### config.mk
export PLATFORM = sky130hd
export DESIGN_NAME = unsigned_divider_flat
export DESIGN_NICKNAME = d
export VERILOG_FILES = /design/src/rtl/unsigned_divider_if.sv /design/src/rtl/unsigned_divider.sv /design/src/flat_wrapper.sv
export SDC_FILE = /design/constraint.sdc
export NUM_CORES = 1
export LEC_CHECK = 0
export BUFFER_PORTS_ARGS = -buffer_cell sky130_fd_sc_hd__clkbuf_2
export CORE_AREA = 2 2 128 179
export DETAILED_ROUTE_END_ITERATION = 6
export DIE_AREA = 0 0 130 181
export SYNTH_ARGS = -nofsm -noshare
export SYNTH_HDL_FRONTEND = slang
export SYNTH_SLANG_ARGS = --single-unit
### constraint.sdc
create_clock -name clk -period 4.3 [get_ports clk]
set_clock_uncertainty 0.2 [all_clocks]
set_input_delay 0 -clock clk [delete_from_list [all_inputs] [get_ports clk]]
set_output_delay 0 -clock clk [all_outputs]
set_load 0.02 [all_outputs]
### src/rtl/unsigned_divider_if.sv
// Operand/result bundle for the iterative unsigned divider.
// The master drives start and operands; the slave returns busy/done and the results.
interface unsigned_divider_if #(
  parameter int WIDTH = 32
);
  logic             start;
  logic [WIDTH-1:0] in1;
  logic [WIDTH-1:0] in2;
  logic             busy;
  logic             done;
  logic [WIDTH-1:0] quotient;
  logic [WIDTH-1:0] remainder;
  logic             div_by_zero;

  modport master (
    output start, in1, in2,
    input  busy, done, quotient, remainder, div_by_zero
  );

  modport slave (
    input  start, in1, in2,
    output busy, done, quotient, remainder, div_by_zero
  );
endinterface

### src/rtl/unsigned_divider.sv
// Restoring unsigned divider, one quotient bit per clock; results load WIDTH cycles after start (same edge for /0).
// No backpressure: start is ignored while busy, done is a one-cycle pulse.
module unsigned_divider #(
  parameter int WIDTH = 32
) (
  input logic clk,
  input logic rst,
  unsigned_divider_if.slave bus
);

  localparam int CW = (WIDTH <= 2) ? 1 : $clog2(WIDTH);

  typedef enum logic [1:0] {
    IDLE,
    RUN,
    DONE
  } state_t;

  state_t           state;
  state_t           state_nxt;
  logic [CW-1:0]    cnt;
  logic [WIDTH-1:0] divisor;
  logic [WIDTH-1:0] dvd;
  logic [WIDTH:0]   pr;
  logic [WIDTH+1:0] pr_shift;
  logic [WIDTH+1:0] trial;
  logic [WIDTH:0]   pr_nxt;
  logic [WIDTH-1:0] dvd_nxt;
  logic             ge;
  logic             accept;
  logic             zero_div;
  logic             last;
  logic [WIDTH-1:0] q_r;
  logic [WIDTH-1:0] r_r;
  logic             z_r;

  assign accept   = bus.start && (state != RUN);
  assign zero_div = (bus.in2 == '0);
  assign last     = (cnt == CW'(WIDTH - 1));

  // One extra bit above the partial remainder keeps the trial sign clean even
  // when a set dividend MSB meets a divisor above half range.
  assign pr_shift = {pr, dvd[WIDTH-1]};
  assign trial    = pr_shift - {2'b00, divisor};
  assign ge       = ~trial[WIDTH+1];
  assign pr_nxt   = ge ? trial[WIDTH:0] : pr_shift[WIDTH:0];
  assign dvd_nxt  = {dvd[WIDTH-2:0], ge};

  always_ff @(posedge clk) begin
    if (rst) begin
      state <= IDLE;
    end else begin
      state <= state_nxt;
    end
  end

  always_comb begin
    state_nxt = state;
    case (state)
      IDLE, DONE: begin
        if (bus.start) begin
          state_nxt = zero_div ? DONE : RUN;
        end else begin
          state_nxt = IDLE;
        end
      end
      RUN: begin
        if (last) begin
          state_nxt = DONE;
        end
      end
      default: state_nxt = IDLE;
    endcase
  end

  always_ff @(posedge clk) begin
    if (rst) begin
      cnt     <= '0;
      divisor <= '0;
      dvd     <= '0;
      pr      <= '0;
      q_r     <= '0;
      r_r     <= '0;
      z_r     <= 1'b0;
    end else if (accept) begin
      cnt     <= '0;
      divisor <= bus.in2;
      dvd     <= bus.in1;
      pr      <= '0;
      if (zero_div) begin
        q_r <= '1;
        r_r <= bus.in1;
        z_r <= 1'b1;
      end
    end else if (state == RUN) begin
      cnt <= cnt + 1'b1;
      dvd <= dvd_nxt;
      pr  <= pr_nxt;
      if (last) begin
        q_r <= dvd_nxt;
        r_r <= pr_nxt[WIDTH-1:0];
        z_r <= 1'b0;
      end
    end
  end

  assign bus.busy        = (state == RUN);
  assign bus.done        = (state == DONE);
  assign bus.quotient    = q_r;
  assign bus.remainder   = r_r;
  assign bus.div_by_zero = z_r;

endmodule

### src/flat_wrapper.sv
// flat-port wrapper written by rule: the top's interface ports become plain ports
module unsigned_divider_flat 
#(
  parameter int WIDTH = 32
)
  (clk, rst, bus_start, bus_in1, bus_in2, bus_busy, bus_done, bus_quotient, bus_remainder, bus_div_by_zero);
  unsigned_divider_if #(.WIDTH(WIDTH)) bus_i ();
  input logic clk;
  input logic rst;
  input wire logic [$bits(bus_i.start)-1:0] bus_start;
  input wire logic [$bits(bus_i.in1)-1:0] bus_in1;
  input wire logic [$bits(bus_i.in2)-1:0] bus_in2;
  output wire logic [$bits(bus_i.busy)-1:0] bus_busy;
  output wire logic [$bits(bus_i.done)-1:0] bus_done;
  output wire logic [$bits(bus_i.quotient)-1:0] bus_quotient;
  output wire logic [$bits(bus_i.remainder)-1:0] bus_remainder;
  output wire logic [$bits(bus_i.div_by_zero)-1:0] bus_div_by_zero;
  assign bus_i.start = bus_start;
  assign bus_i.in1 = bus_in1;
  assign bus_i.in2 = bus_in2;
  assign bus_busy = bus_i.busy;
  assign bus_done = bus_i.done;
  assign bus_quotient = bus_i.quotient;
  assign bus_remainder = bus_i.remainder;
  assign bus_div_by_zero = bus_i.div_by_zero;
  unsigned_divider #(.WIDTH(WIDTH)) u_core (.clk(clk), .rst(rst), .bus(bus_i));
endmodule
==> run_results.csv, run 1 <==
group,metric,value,unit
logic_synthesis,synth_cells,1095,
die,num_rows,64,
timing,rsz0062_at_grt,"no",
die,die_x,130,um
pwr,combinationalPowerShare,0.277,
cells_and_area,area_growth,28.4,%
logic_synthesis,synth.area.top_cells,"dfxtp_1 (39%), nand2_1 (7.0%), mux2i_1 (6.5%)",
pwr,p_leak,0.00479,uW
logic_synthesis,synth_top_area_share,0.391,
pwr,internal_power,3150,uW
logic_synthesis,synth_xor_area_frac,0.0366,
worst_setup_path,critPathKind,"flip-flop to flip-flop",
timing,fmax,0.269,GHz
route,ant_nets,0,
clock_network,path_clk_slew,0.07,ns
worst_setup_path,start_kind,"flip-flop",
timing,hold_ws,0.271,ns
worst_setup_path,cp.arrival,3.82,ns
clock_network,post_cts_resized,0,
clock_network,post_cts_buffers,0,
status,status,"finished, final reports clean",
logic_synthesis,syn-num-nets,1197,
logic_synthesis,syn_area_per_cell,7.89,um^2
logic_synthesis,synth_compound_area_frac,0.197,
clock_network,cts_buffers,17,
die,die-height,181,um
placement,place.gp.congestion,0.931,
worst_setup_path,cp_cell_sequence,"inv_1, ha_1, o21ai_0, a21oi_1, a21oi_1, nand2b_1, o31a_1, a31oi_4, xnor2_4, buf_4, mux2i_1, o21ai_0, nor2b_1",
global_route,grt_max_degree,97,
worst_setup_path,cp-end-kind,"flip-flop",
pwr,peakVddDrop,0.328,mV
logic_synthesis,yosys_warnings,0,
die,initial_core_util,0.395,
logic_synthesis,synth_top_family_by_area,"simple AND/OR/NAND/NOR gates",
clock_network,ctsHoldBuffers,98,
logic_synthesis,yosysTopAreaCell,"dfxtp_1",
logic_synthesis,ys.flop_type,"dfxtp_1",
clock_network,htreeDepth,4,
die,coreArea,21900,um^2
logic_synthesis,synth-edff-count,0,
clock_network,root_buffer,"clkbuf_16",
timing,timing.setup.tns,0,ns
global_route,grt_remaining_overflow,0,
logic_synthesis,ys_types,58,
worst_setup_path,slowest_stage,"xnor2_4",
global_route,grt_pass1_vias,7803,
cells_and_area,final_common_cell,"dfxtp_1",
worst_setup_path,crit_family,"compound AO/OA/AOI/OAI gates",
timing,final-setup-viol-count,0,
route,drt_iter0_markers,420,
route,drcViolationCount,0,
logic_synthesis,synth_simple_gate_area_frac,0.202,
global_route,grt_usage,0.210,
hold_path,hold_path.class,"input pin to flip-flop",
logic_synthesis,synth_mux_area_frac,0.0701,
route,wirelength,24.2,mm
timing,slew_headroom,0.281,
route,post_drt_wl_per_cell,15.2,um
route,num_vias,8098,
cells_and_area,fin_nets,1386,
cells_and_area,drive_gt1_frac,0.147,
worst_setup_path,max_stage_delay,0.85,ns
global_route,grt_first_pass_wirelength,39.5,mm
die,dieArea,23500,um^2
clock_network,clkLatencyLatePin,0.43,ns
pwr,pwr-share-clk,0.352,
logic_synthesis,ys_seq_elements,169,
logic_synthesis,yosys.area_share.adder,0.0515,
run,maxCapViolations,0,
timing,fin_crit_sh,0.864,
logic_synthesis,ys_seq_area_frac,0.391,
global_route,antenna_found_initial,1,
timing,worstMarginPinSlew,1.08,ns
logic_synthesis,synthArstFlopShare,0,
logic_synthesis,syn-cell-area,8640,um^2
pwr,p_sw_frac,0.312,
worst_setup_path,cp_data_required_time,4.40,ns
clock_network,cts.sinks,169,
timing,drv_slew,0,
cells_and_area,fillers,2192,
placement,portBuffers,133,
clock_network,cts_tree,"yes",
clock_network,cts_buffer_depth,2,
cells_and_area,final_cell_mix,"dfxtp_1 (169), nand2_1 (161), nor2_1 (144), clkbuf_2 (132), dlygate4sd3_1 (98)",
timing,period_needed,3.72,ns
die,ios,134,
route,drt-pass1-iter-count,5,
pwr,p_switching,1430,uW
worst_setup_path,cp_num_buf_inv,2,
worst_setup_path,crit_fanout,31,
pwr,power_density,412,nW/um^2
route,via_per_inst,5.08,
placement,hpwl,16.9,mm
timing,finalHoldViolations,0,
pwr,power_frac_seq,0.371,
## Yosys cell counts (all sizes together) (12+ instances only)
cell type / n
dfxtp: 169
nand2: 162
nor2: 145
a21oi: 89
o21ai: 77
clkbuf: 62
mux2i: 56
a211oi: 46
inv: 39
nor3: 36
ha: 34
xnor2: 22
o22ai: 19
a21o: 14
nand2b: 13
buf: 12
xor2: 12
## final cells by class
| type | count | area [um^2] | share of cell area |
|---|---|---|---|
| diodes | 1 | 2.50 | 0.000225 |
| clock buffers | 22 | 474 | 0.0427 |
| clock inverters | 9 | 138 | 0.0124 |
| inverters | 39 | 146 | 0.0132 |
| multi-input cells | 813 | 4830 | 0.435 |
| flip-flops and latches | 169 | 3380 | 0.305 |
| well taps | 297 | 372 | 0.0335 |
| repair buffers | 244 | 1760 | 0.158 |
## sequential cells by signal (all words and copies together), names as in the netlist
| signal | count |
|---|---|
| u_core.divisor | 32 |
| u_core.bus.div_by_zero | 1 |
| u_core.pr | 33 |
| u_core.state | 2 |
| u_core.dvd | 32 |
| u_core.bus.quotient | 32 |
| u_core.bus.remainder | 32 |
| u_core.cnt | 5 |
## kinds of logic (layout without fill, tap and decap cells)
logic type               Yosys count  in the layout
flip-flops                       169            169
buffers and inverters            113            314
other                              0              1
XOR/XNOR                          34             34
AND/OR/NAND/NOR                  407            407
AO/OA/AOI/OAI                    277            277
adder cells (fa/ha/maj)           35             35
multiplexers                      60             60
## per-stage QoR
stage,worst slack (ns),util,cell area (um^2),power [uW],std cells
CTS,0.525,0.508,11100,4600,1593
finish,0.583,0.508,11100,4570,1594
global route,0.147,0.508,11100,4820,1594
detailed placement,0.549,0.435,9510,2920,1464
floorplan,1.29,-,8640,2640,1095
global placement,0.621,0.435,9510,2910,1464
## worst paths after layout
kind / startpoint / end / slack (ns) / cells past startpoint
max reg2reg: u_core.divisor[2] / u_core.bus.remainder[22] / 0.58 / 13
min reg2reg: u_core.cnt[4] / u_core.cnt[4] / 0.27 / 2
min: bus_in1[4] / u_core.dvd[4] / 0.27 / 4
max: u_core.divisor[2] / u_core.bus.remainder[22] / 0.58 / 13
## worst register-to-register path, cell delays in order, from the launching register on
cell      delay [ns]
dfxtp_1         0.33
inv_1           0.05
ha_1            0.33
o21ai_0         0.10
a21oi_1         0.27
a21oi_1         0.12
nand2b_1        0.14
o31a_1          0.27
a31oi_4         0.15
xnor2_4         0.85
buf_4           0.33
mux2i_1         0.23
o21ai_0         0.08
nor2b_1         0.14
## metal layers
| metal | part of all wire | GRT usage | vias to the layer above |
|---|---|---|---|
| met5 | 0 | 0 | - |
| met4 | 0.029 | 0.0804 | 0 |
| li1 | - | - | 4183 |
| met2 | 0.47 | 0.340 | 168 |
| met3 | 0.035 | 0.0385 | 45 |
| met1 | 0.47 | 0.274 | 3702 |
## power by group through the flow
stage	registers (uW)	logic [uW]	clock network, uW
after CTS	1700	1260	1640
after global routing	1710	1410	1710
after global placement	1730	1180	0
final	1700	1270	1610
after floorplan	1710	929	0
after detailed placement	1730	1180	0
Note: power is estimated with default switching activity, not from simulation.
==> run 2, diff against run 1 <==
- CORE_AREA: 2 2 128 179 -> 10 10 136 187
- DIE_AREA: 0 0 130 181 -> 0 0 146 197
==> run 2 against run 1 <==
Net effect: routed wire length up 1.8%; final area is 3.1% lower; combinational power about the same; clock power is 3% lower; non-clock buffer count decreased by 33; first-iteration DRC count up 25%; worst setup slack better by 0.067 ns; sequential power about the same.
==> run_results.csv, run 2 (synthesized netlist as in run 1, its figures left out) <==
group,metric,value,unit
timing,final-setup-viol-count,0,
timing,fin_crit_sh,0.849,
global_route,grt_util_met2,0.285,
die,die-height,197,um
global_route,grtUsageMet1,0.216,
route,drt_iter0_markers,526,
worst_setup_path,cp.arrival,3.74,ns
cells_and_area,final_cell_mix,"dfxtp_1 (169), nand2_1 (161), nor2_1 (144), clkbuf_2 (132), a21oi_1 (88)",
placement,hpwl,17.8,mm
route,ant_nets,0,
die,num_rows,64,
pwr,p_switching,1440,uW
timing,period_needed,3.65,ns
pwr,p_leak,0.00458,uW
cells_and_area,final_util,0.492,
cells_and_area,largest_reg_flops,33,
clock_network,clkLatencyLatePin,0.43,ns
route,drt-pass1-iter-count,4,
clock_network,htreeDepth,4,
timing,worstMarginPinSlew,0.905,ns
die,dieArea,28800,um^2
cells_and_area,drive_gt1_frac,0.152,
route,via_per_inst,5.13,
route,drcViolationCount,0,
die,coreArea,21900,um^2
cells_and_area,final_common_cell,"dfxtp_1",
worst_setup_path,r2r_setup_slack,0.65,ns
timing,hold_ws,0.147,ns
clock_network,post_cts_buffers,0,
hold_path,hold_path.class,"input pin to flip-flop",
cells_and_area,top_register,"u_core.pr",
pwr,power_frac_seq,0.378,
die,die_x,146,um
worst_setup_path,cp-end-kind,"flip-flop",
timing,rsz0062_at_grt,"no",
pwr,peakVddDrop,0.293,mV
global_route,gr-usage-met3,0.0348,
global_route,grt_usage,0.171,
clock_network,cts_buffer_depth,2,
placement,place_area,9500,um^2
timing,timing.setup.tns,0,ns
global_route,grt_first_pass_wirelength,40.9,mm
pwr,p_sw_frac,0.320,
route,post_drt_wl_per_cell,15.8,um
placement,place.gp.congestion,0.906,
placement,portBuffers,133,
cells_and_area,n_antenna_cell,0,
worst_setup_path,cp_data_required_time,4.39,ns
pwr,internal_power,3060,uW
route,num_vias,8005,
clock_network,root_buffer,"clkbuf_16",
clock_network,cts_tree,"yes",
timing,drv_slew,0,
worst_setup_path,start_kind,"flip-flop",
clock_network,cts_buffers,17,
route,wirelength,24.6,mm
run,maxCapViolations,0,
status,status,"finished, final reports clean",
cells_and_area,final_cell_area,10800,um^2
timing,finalHoldViolations,0,
cells_and_area,area_growth,24.4,%
global_route,grt_pass1_vias,7835,
worst_setup_path,cp-startpoint,"u_core.pr[25]",
clock_network,path_clk_slew,0.07,ns
pwr,pwr-share-clk,0.347,
timing,slew_headroom,0.397,
worst_setup_path,crit_end,"u_core.bus.remainder[25]",
worst_setup_path,critPathKind,"flip-flop to flip-flop",
global_route,top_usage_layer,"met2",
worst_setup_path,r2r-end,"u_core.bus.remainder[25]",
die,ios,134,
pwr,p_total,4500,uW
pwr,combinationalPowerShare,0.275,
cells_and_area,fillers,2219,
global_route,grt_remaining_overflow,0,
timing,fmax,0.274,GHz
die,initial_core_util,0.395,
clock_network,cts.sinks,169,
global_route,grt_max_degree,85,
worst_setup_path,reg2regPathDepth,12,
global_route,antenna_found_initial,0,
worst_setup_path,crit_fanout,24,
pwr,power_density,418,nW/um^2
worst_setup_path,r2r_start,"u_core.pr[25]",
cells_and_area,fin_nets,1353,
run 2: cell types whose count changed in the layout (fill, tap and decap cells not counted), sizes merged:
cell / delta
diode: -1
dlygate4sd3: -32
inv: +2
buf: -1
bufinv: -1
clkbuf: -2
clkinvlp: -1
clkinv: +3
run 2: area by class of cell:
type,instances,area [um^2],area share
clock inverters,12,139,0.0129
multi-input cells,813,4830,0.449
well taps,297,372,0.0346
flip-flops and latches,169,3380,0.315
clock buffers,20,457,0.0425
repair buffers,211,1430,0.133
inverters,39,146,0.0136
run 2: worst min-delay path by stage:
stage                     start                  to  slack (ns)  depth (start not counted)
global placement    bus_in2[25]  u_core.divisor[25]        0.04                          3
global route        bus_in2[13]  u_core.divisor[13]        0.17                          4
detailed placement  bus_in2[24]  u_core.divisor[24]        0.04                          3
CTS                 bus_in2[29]  u_core.divisor[29]        0.13                          4
finish              bus_in2[12]  u_core.divisor[12]        0.15                          4
floorplan           bus_in2[10]  u_core.divisor[10]       -0.06                          2
run 2: what timing repair did:
action	in CTS	in global routing
gates resized for setup	0	0
hold buffers	66	0
endpoints found under the hold margin	99	0
run 2: critical path, stage by stage (launching register included):
cell and delay (ns):
dfxtp_1 0.35, ha_1 0.39, a21o_1 0.21, a221oi_1 0.32
nand2_1 0.11, a311oi_1 0.28, o21ai_1 0.16, a31oi_4 0.22
xnor2_4 0.35, buf_4 0.33, mux2i_1 0.28, o221ai_1 0.14
nor2b_1 0.15
run 2: through the flow:
step,std cells,worst slack (ns)
final,1561,0.651
after global routing,1561,0.336
after CTS,1561,0.615
after detailed placement,1463,0.630
after global placement,1463,0.646
after floorplan,1095,1.29
run 2: per-layer routing:
metal | vias up | share of wire | routed length, um
met4 | 0 | 0.020 | 495
met1 | 3662 | 0.46 | 11300
met5 | - | 0 | 0
li1 | 4124 | - | -
met2 | 186 | 0.48 | 11800
met3 | 33 | 0.043 | 1060
run 2: power by group through the flow:
stage	combinational (uW)	clock (uW)	sequential (uW)
after floorplan	929	0	1710
after global placement	1180	0	1730
after detailed placement	1180	0	1730
after CTS	1240	1600	1700
after global routing	1370	1660	1710
final	1240	1560	1700
